<file path="config.mk">
export PLATFORM = sky130hd
export DESIGN_NAME = debounce_pulsadores
export DESIGN_NICKNAME = d
export VERILOG_FILES = /design/src/rtl/debounce_pulsadores.sv
export SDC_FILE = /design/constraint.sdc
export NUM_CORES = 1
export LEC_CHECK = 0
export CORE_MARGIN = 8
export CORE_UTILIZATION = 55
export DETAILED_ROUTE_END_ITERATION = 6
export PLACE_DENSITY = 0.75
export SLEW_MARGIN = 20
export SYNTH_ARGS = -nofsm -noshare
export SYNTH_HDL_FRONTEND = slang
export SYNTH_SLANG_ARGS = --single-unit
</file>
<file path="constraint.sdc">
create_clock -name clk_in -period 2.6 [get_ports clk_in]
set_input_delay 0.52 -clock clk_in [delete_from_list [all_inputs] [get_ports clk_in]]
set_output_delay 0.52 -clock clk_in [all_outputs]
set_load 0.005 [all_outputs]
</file>
<file path="src/rtl/debounce_pulsadores.sv">
// debounce_pulsadores: synchronises and debounces three raw pushbuttons.
// Each button goes through a 2-flop synchroniser and an independent
// four-state FSM with a stability counter. Outputs are the registered
// debounced levels P1..P3, a one-cycle press pulse per button, and the
// OR of those pulses.
module debounce_pulsadores #(
  parameter int CONT_DEB   = 80000,
  parameter int ANCHO_CONT = 17
) (
  input  logic       clk_in,
  input  logic       reset,
  input  logic [2:0] btn_raw,
  output logic       P1,
  output logic       P2,
  output logic       P3,
  output logic [2:0] pulso,
  output logic       alguna
);

  localparam logic [1:0] REPOSO        = 2'd0;
  localparam logic [1:0] ESPERA_PRES   = 2'd1;
  localparam logic [1:0] PRESIONADO    = 2'd2;
  localparam logic [1:0] ESPERA_SUELTA = 2'd3;

  localparam logic [ANCHO_CONT-1:0] CNT_FIN = ANCHO_CONT'(CONT_DEB - 1);
  localparam logic [ANCHO_CONT-1:0] CNT_UNO = ANCHO_CONT'(1);

  logic [2:0]                 sync1_q;
  logic [2:0]                 s_q;
  logic [2:0][1:0]            state_q, state_d;
  logic [2:0][ANCHO_CONT-1:0] cnt_q, cnt_d;
  logic [2:0]                 p_q, p_d;
  logic [2:0]                 pulso_q, pulso_d;

  // Two-flop synchroniser per button; only s_q feeds the FSMs.
  always_ff @(posedge clk_in or posedge reset) begin
    if (reset) begin
      sync1_q <= '0;
      s_q     <= '0;
    end else begin
      sync1_q <= btn_raw;
      s_q     <= sync1_q;
    end
  end

  // Next-state logic for the three independent debounce FSMs.
  always_comb begin
    state_d = state_q;
    cnt_d   = cnt_q;
    p_d     = p_q;
    pulso_d = '0;
    for (int unsigned i = 0; i < 3; i++) begin
      case (state_q[i])
        REPOSO: begin
          if (s_q[i]) begin
            state_d[i] = ESPERA_PRES;
            cnt_d[i]   = '0;
          end
        end
        ESPERA_PRES: begin
          if (!s_q[i]) begin
            state_d[i] = REPOSO;
            cnt_d[i]   = '0;
          end else if (cnt_q[i] == CNT_FIN) begin
            state_d[i] = PRESIONADO;
            cnt_d[i]   = '0;
            p_d[i]     = 1'b1;
            pulso_d[i] = 1'b1;
          end else begin
            cnt_d[i] = cnt_q[i] + CNT_UNO;
          end
        end
        PRESIONADO: begin
          if (!s_q[i]) begin
            state_d[i] = ESPERA_SUELTA;
            cnt_d[i]   = '0;
          end
        end
        ESPERA_SUELTA: begin
          if (s_q[i]) begin
            state_d[i] = PRESIONADO;
            cnt_d[i]   = '0;
          end else if (cnt_q[i] == CNT_FIN) begin
            state_d[i] = REPOSO;
            cnt_d[i]   = '0;
            p_d[i]     = 1'b0;
          end else begin
            cnt_d[i] = cnt_q[i] + CNT_UNO;
          end
        end
        default: begin
          state_d[i] = REPOSO;
          cnt_d[i]   = '0;
          p_d[i]     = 1'b0;
        end
      endcase
    end
  end

  // FSM state, counters, debounced levels and press pulses.
  always_ff @(posedge clk_in or posedge reset) begin
    if (reset) begin
      state_q <= {3{REPOSO}};
      cnt_q   <= '0;
      p_q     <= '0;
      pulso_q <= '0;
    end else begin
      state_q <= state_d;
      cnt_q   <= cnt_d;
      p_q     <= p_d;
      pulso_q <= pulso_d;
    end
  end

  assign P1     = p_q[0];
  assign P2     = p_q[1];
  assign P3     = p_q[2];
  assign pulso  = pulso_q;
  assign alguna = |pulso_q;

endmodule

</file>
* Yosys cells after proc, flatten, opt, wreduce, memory -nomap -nowiden
Cells that the tools add are included.
Operators by class: reduce and logical (&&, ||, !) cells 16, add/sub/neg operators 3, eq/ne operators 36, muxes and demuxes 63
Operators by type and width (count):
- $mux 17 | 15
- $pmux 17 s4 | 3
- $add 17x1->17 const B | 3
- $eq 17x17->1 const B | 3
- $mux 2 | 18
- $ne 2x2->1 const B | 18
- $pmux 2 s4 | 3
- $mux 1 | 21
- $ne 3x3->1 const B | 6
- $reduce_and 5->1 | 3
- $eq 2x2->1 const B | 6
- $reduce_and 4->1 | 3
- $eq 2x1->1 const B | 3
- $logic_not 2->1 | 3
- $pmux 1 s2 | 3
- $reduce_and 2->1 | 3
- $reduce_bool 2->1 | 3
- $reduce_or 3->1 | 1
Storage, ports and cells: logic and storage cells 130, register bits 69, output and inout bits 7, input port bits 5

* Longest topological paths before layout
Gate-level depths: netlist of run 1.
depth after elaboration 4, gate-level depth with buffers 8, gate-level depth less buffers 6

* Worst setup path after synthesis of run 1
Ideal clock, no wire load.
path type register -> register, start register cnt_q[41] in the netlist's numbering, end register (tool-made name), setup slack 0.591 ns, period minus slack after synthesis 2.009 ns, required time 2.475 ns, stages on the path, launching flop included 8, data arrival time 1.884 ns, setup time 0.125 ns, buffers on the path 2, cells stage by stage dfrtp_1 buf_6 or4b_4 nor4_4 or2_1 buf_6 nand2_2 mux2_4
RTL lines:
- start: declaration | RTL line 31 | logic [2:0][ANCHO_CONT-1:0] cnt_q, cnt_d;
- start signal: assignment | RTL line 109 | cnt_q <= cnt_d;

* Worst setup path after layout of run 1
start register cnt_q[41] in the netlist's numbering, end register cnt_q[41] in the netlist's numbering
Between the ends: longest elaborated chain between the ends 4, elaborated cells between the ends (all ways) 6, those cells by class add/sub: 1; eq/ne: 1; mux: 4
Ends and longest elaborated chain:
- $add 17x1->17 / $eq 17x17->1 (equally long branches)
- $mux 17 (*) | RTL line 64, 83
- $mux 17 (on tied branches) | RTL line 80, 61
- $pmux 17 s4 (*) | RTL line 53 | case (state_q[i])
Every way passes the cells marked *; elsewhere a longest branch is shown, timed or not. A chain may end at the register's enable or synchronous reset.

==> impl_metrics.tcl, run 1 <==
set metrics [dict create \
    worstPathCellList "or4b_4 -> nor4_4 -> nor2_1 -> and3_1 -> o22a_1" \
    avgSynthCellArea_um2 9.32 \
    drive_gt1_frac 0.0875 \
    final_cell_mix "dfrtp_1, nand2_1, nand3_1" \
    drt_iter0_markers 129 \
    globalplace.congestion 0.872 \
    wl_per_cell_um 14.6 \
    period_share 0.836 \
    synth_area_leaders "dfrtp_1, nand2_1, nand3_1" \
    grt_first_pass_wirelength_um 12600 \
    hold_viol_final 0 \
    cp_data_arrival_time_ns 2.41 \
    crit_buf_inv 0 \
    min_path_type "reg2reg" \
    yosysSeqAreaShare 0.486 \
    yosysWarnings 0 \
    area_growth_pct 11.9 \
    via_per_inst 5.98 \
    grt_overflow 0 \
    path_delay_family "simple AND/OR/NAND/NOR gates" \
    htree_num_levels 3 \
    top_usage_layer "met2" \
    slowest_stage "or4b_4" \
    vias 2852 \
    synth_edf_count 0 \
    start_kind "flip-flop" \
    ir_drop_v 0.000634 \
    antenna_found_initial 0 \
    setup_viol 0 \
    clockBufferDepth 2 \
    run_status "complete, no violations" \
    min_period_ns 2.17 \
    powerDensity_nw_per_um2 735 \
    cts_resized 0 \
    fin_tns_setup_ns 0 \
    die_height_um 96.3 \
    dp_hpwl_um 4860 \
    post_cts_buffers 0 \
    use_met3 0.0343 \
    ys_ff_latch 69 \
    rsz0062_at_grt "false" \
    grt_util_met2 0.278 \
    numPortBuffers 11 \
    grt_pass1_vias 2766 \
    maxCapViolCount 0 \
    root_buffer "clkbuf_8" \
    fmax_mhz 460 \
    clock_sinks 69 \
    route.detailed.drc 0 \
    fin_nets 404 \
    syn_area_um2 3550 \
    worst-path-max-fanout 15 \
    clk_pin_slew_worst_paths_ns 0.08 \
    rows 29 \
    antenna_left 0 \
    synth_nets 389 \
    core_um2 6310 \
    cp.required_ns 2.83 \
    finClkSkew_ns 0.00999 \
    synth.top_cell.area_share 0.486 \
    max_stage_delay_ns 0.56 \
    fillers 537 \
    syn_inst 381 \
    max_slew_margin 0.376 \
    grt_max_degree 31 \
    pin_count 12 \
    track_usage 0.173 \
    clkLatencyLatePin_ns 0.34 \
    slew_violations 0 \
    async_flop_share 1.00 \
    worstSetupPathType "reg2reg" \
    cts_buffers 9 \
    drt-pass1-iter-count 4 \
    final_util 0.629 \
    synthDistinctLibCells 52 \
    start_util 0.562 \
    worst_setup_path_end_kind "flip-flop" \
    tightest_slew_ns 0.932 \
    cts_tree "yes" \
    die_x_um 96.3 \
    cts_hold_buf 0 \
    num_antenna_cells 0 \
    mostFrequentLayoutCell "dfrtp_1" \
    groute.layer.met1.usage 0.217 \
    ys_dominant_reg_cell "dfrtp_1" \
    die_area_um2 9280 \
    wirelength_um 6950 \
    p_leak_nw 1.74 \
    yosysTopAreaCell "dfrtp_1" \
]
## worst register-to-register path, cell delays in order, from the launching register on
cell and delay, ns:
dfrtp_1 0.46, or4b_4 0.56, nor4_4 0.32, nor2_1 0.29, and3_1 0.26, o22a_1 0.19
## area by class of cell
cell class	count	area (um^2)	area share
multi-input cells	285	1690	0.424
clock inverters	6	113	0.0283
well taps	77	96.3	0.0242
inverters	12	45.0	0.0113
flip-flops and latches	69	1730	0.435
repair buffers	19	183	0.0460
clock buffers	9	124	0.0312
## cell usage after synthesis (2+ instances only)
cell type  instances
nor4b_1            2
a22o_1             4
nor3b_1            4
o22a_1             2
o21ai_2            2
or4_1              2
or2_2              3
or3_1             12
xor2_1             7
buf_6              2
o31ai_1            3
nor4_1             5
inv_1             12
o21ai_0           28
mux2i_1            5
nor3_1            10
and2_1             4
nand2_1           52
buf_2              3
nand4_1           13
or4b_1             2
dfrtp_1           69
nand3_1           34
clkbuf_1           9
and4_1             3
nor2_1            16
xnor2_1            2
a21o_1            11
and3_1             8
a31oi_1            8
ha_1               3
o22ai_1            3
nor2b_1            2
a21oi_1           18
## layer usage
layer,wire length [um],up-vias
met5,0,-
met4,96,0
met3,200,10
met2,3400,36
met1,3250,1380
li1,-,1426
## logic make-up (layout without fill, tap and decap cells)
family,count (synthesis),count (layout),synth area share
AO/OA/AOI/OAI,89,89,0.158
XOR/XNOR,9,9,0.0222
adder cells (fa/ha/maj),3,3,0.0106
buffers and inverters,27,46,0.0384
flip-flops,69,69,0.486
multiplexers,6,6,0.0183
AND/OR/NAND/NOR,178,178,0.266
## stage by stage
| step | area, um^2 | std cells | hold WS [ns] | power [mW] | setup slack [ns] |
|---|---|---|---|---|---|
| finish | 3970 | 477 | 0.360 | 2.92 | 0.425 |
| global route | 3970 | 477 | 0.366 | 3.09 | 0.224 |
| global placement | 3740 | 462 | 0.338 | 1.87 | 0.505 |
| detailed placement | 3740 | 462 | 0.344 | 1.90 | 0.472 |
| CTS | 3970 | 477 | 0.361 | 2.95 | 0.425 |
| floorplan | 3550 | 381 | 0.331 | 1.78 | 0.340 |
## state kept, by name, indices dropped and copies added, names as in the netlist, named ones only
register / cells
cnt_q: 51
p_q: 3
pulso: 3
s_q: 3
state_q: 3
sync1_q: 3
## power by group
part           internal, mW  switching (mW)  leakage (nW)
sequential             1.14          0.0843         0.936
combinational         0.236           0.417         0.688
clock                 0.633           0.405         0.119
total                  2.01           0.906          1.74
## path summary, 6_finish.rpt
check	startpoint	endpoint	slack, ns	cells after the start
max in group asynchronous	reset	cnt_q[48]$_DFFE_PP0P_	1.42	3
worst max-delay path	cnt_q[41]$_DFFE_PP0P_	cnt_q[41]$_DFFE_PP0P_	0.43	5
worst min-delay path	sync1_q[0]$_DFF_PP0_	s_q[0]$_DFF_PP0_	0.36	0
worst max register to register	cnt_q[41]$_DFFE_PP0P_	cnt_q[41]$_DFFE_PP0P_	0.43	5
min in group asynchronous	reset	cnt_q[16]$_DFFE_PP0P_	0.57	2
worst min register to register	sync1_q[0]$_DFF_PP0_	s_q[0]$_DFF_PP0_	0.36	0
No activity file was read; power rests on OpenSTA's default activity.
==> inputs of run 2 (changes only) <==
--- a/config.mk
+++ b/config.mk
@@ -8,7 +8,7 @@
 export CORE_MARGIN = 8
 export CORE_UTILIZATION = 55
 export DETAILED_ROUTE_END_ITERATION = 6
-export PLACE_DENSITY = 0.75
+export PLACE_DENSITY = 0.78
 export SLEW_MARGIN = 20
 export SYNTH_ARGS = -nofsm -noshare
 export SYNTH_HDL_FRONTEND = slang
==> constraint.sdc (replaced) <==
create_clock -name clk_in -period 1.9 [get_ports clk_in]
set_input_delay 0.38 -clock clk_in [delete_from_list [all_inputs] [get_ports clk_in]]
set_output_delay 0.38 -clock clk_in [all_outputs]
set_load 0.005 [all_outputs]
==> run 2 against run 1 <==
Compared with the run above: the flow now finishes with violations (setup timing); wire length rose by 28%; sequential cell count unchanged; clock-buffer cell count unchanged; via count is 13% higher; critical path type unchanged.
==> impl_metrics.tcl, run 2 (synthesis gave the netlist of run 1 again) <==
set metrics [dict create \
    p_seq_frac 0.355 \
    fin_area_um2 4620 \
    dp_hpwl_um 5830 \
    rsz0062_at_grt "true" \
    tightest_slew_ns 0.704 \
    fillers 459 \
    largest_register "cnt_q" \
    p_leak_nw 2.10 \
    max_slew_margin 0.530 \
    min_path_type "reg2reg" \
    drt-pass1-iter-count 5 \
    core_um2 6310 \
    start_kind "flip-flop" \
    finClkSkew_ns 0.00743 \
    htree_num_levels 3 \
    die_x_um 96.3 \
    worst_slack_ns -0.0453 \
    area_growth_pct 30.1 \
    vias 3231 \
    wirelength_um 8900 \
    start_util 0.562 \
    worst_setup_path_end_kind "flip-flop" \
    pin_count 12 \
    track_usage 0.199 \
    powerDensity_nw_per_um2 994 \
    cts_hold_buf 0 \
    run_status "finished, violations left" \
    clockPowerShare 0.322 \
    die_height_um 96.3 \
    worst-path-max-fanout 7 \
    hold_viol_final 0 \
    route.detailed.drc 0 \
    min_period_ns 1.95 \
    cts_tree "yes" \
    antenna_left 0 \
    rows 29 \
    clk_pin_slew_worst_paths_ns 0.08 \
    grt_overflow 0 \
    num_antenna_cells 0 \
    ir_drop_v 0.000890 \
    grt_pass1_vias 3123 \
    final_util 0.731 \
    drt_iter0_markers 174 \
    violations "setup timing" \
    globalplace.congestion 0.924 \
    maxCapViolCount 0 \
    worstSetupPathType "reg2reg" \
    p_total_mw 4.59 \
    setup_viol 16 \
    fin_nets 463 \
    slew_violations 0 \
    combPwrFrac 0.323 \
    wl_per_cell_um 16.6 \
    via_per_inst 6.02 \
    cp_data_arrival_time_ns 2.18 \
    netSwitchingPower_mw 1.49 \
    largest_reg_flops 51 \
    cts_buffers 9 \
    grt_first_pass_wirelength_um 14600 \
    placed_area_um2 4140 \
    clkLatencyLatePin_ns 0.35 \
    drive_gt1_frac 0.263 \
    clock_sinks 69 \
    cp.required_ns 2.13 \
    period_share 1.02 \
    die_area_um2 9280 \
    swShare 0.324 \
    antenna_found_initial 0 \
    root_buffer "clkbuf_8" \
    fmax_mhz 514 \
    clockBufferDepth 2 \
    multi_input_area_um2 1830 \
    mostFrequentLayoutCell "dfrtp_1" \
    grt_max_degree 22 \
    numPortBuffers 11 \
    internal_power_mw 3.11 \
    pre_cts_slack_ns -0.0741 \
    final_cell_mix "dfrtp_1, buf_4, nand2_1" \
    seq_area_um2 1730 \
]
==> run 2: final cells by class <==
cell class | count | share of cell area
clock inverter | 7 | 0.0263
clock buffer | 9 | 0.0268
inverter | 12 | 0.0106
sequential | 69 | 0.374
timing repair buffer | 77 | 0.145
multi-input combinational | 286 | 0.397
tap | 77 | 0.0209
==> run 2: worst paths after layout <==
check,start,endpoint,slack [ns],cells after the start
setup reg to reg,cnt_q[44]$_DFFE_PP0P_,cnt_q[41]$_DFFE_PP0P_,-0.05,6
hold reg to reg,sync1_q[2]$_DFF_PP0_,s_q[2]$_DFF_PP0_,0.36,0
max in group asynchronous,reset,cnt_q[16]$_DFFE_PP0P_,1.07,3
hold / removal,sync1_q[2]$_DFF_PP0_,s_q[2]$_DFF_PP0_,0.36,0
min in group asynchronous,reset,cnt_q[3]$_DFFE_PP0P_,0.40,2
setup / recovery,cnt_q[44]$_DFFE_PP0P_,cnt_q[41]$_DFFE_PP0P_,-0.05,6
==> run 2: timing repair <==
action | in CTS | in global routing
setup buffers | 3 | 5
resized for setup | 8 | 42
endpoints found under the setup margin | 17 | 47
gates cloned | 2 | 1
pin swaps | 5 | 16
==> run 2: critical path: stages, from the launching register on <==
cell     delay, ns
dfrtp_1       0.39
or4b_4        0.56
nor4_4        0.29
buf_4         0.20
nor2_4        0.07
and3_4        0.15
o22a_1        0.18
==> run 2: metal layers <==
metal	part of all wire	GRT usage	vias up
met5	0	0	-
met4	0.021	0.0971	0
met3	0.038	0.0390	20
met2	0.50	0.309	78
met1	0.45	0.262	1588
li1	-	-	1545
==> run 2: power groups by stage <==
stage                     Combinational, mW  Sequential [mW]  Clock (mW)
after floorplan                       0.770             1.67           0
after detailed placement               1.25             1.65           0
after global routing                   1.63             1.64        1.55
final                                  1.48             1.63        1.48
after CTS                              1.31             1.63        1.49
after global placement                 1.21             1.65           0
==> run 2: per-stage QoR <==
| stage | TNS, ns | hold WS (ns) | std cells |
|---|---|---|---|
| floorplan | -0.0519 | 0.331 | 381 |
| global placement | -0.0346 | 0.335 | 511 |
| detailed placement | -0.299 | 0.337 | 511 |
| CTS | 0 | 0.357 | 532 |
| global route | -1.68 | 0.364 | 537 |
| finish | -0.301 | 0.355 | 537 |
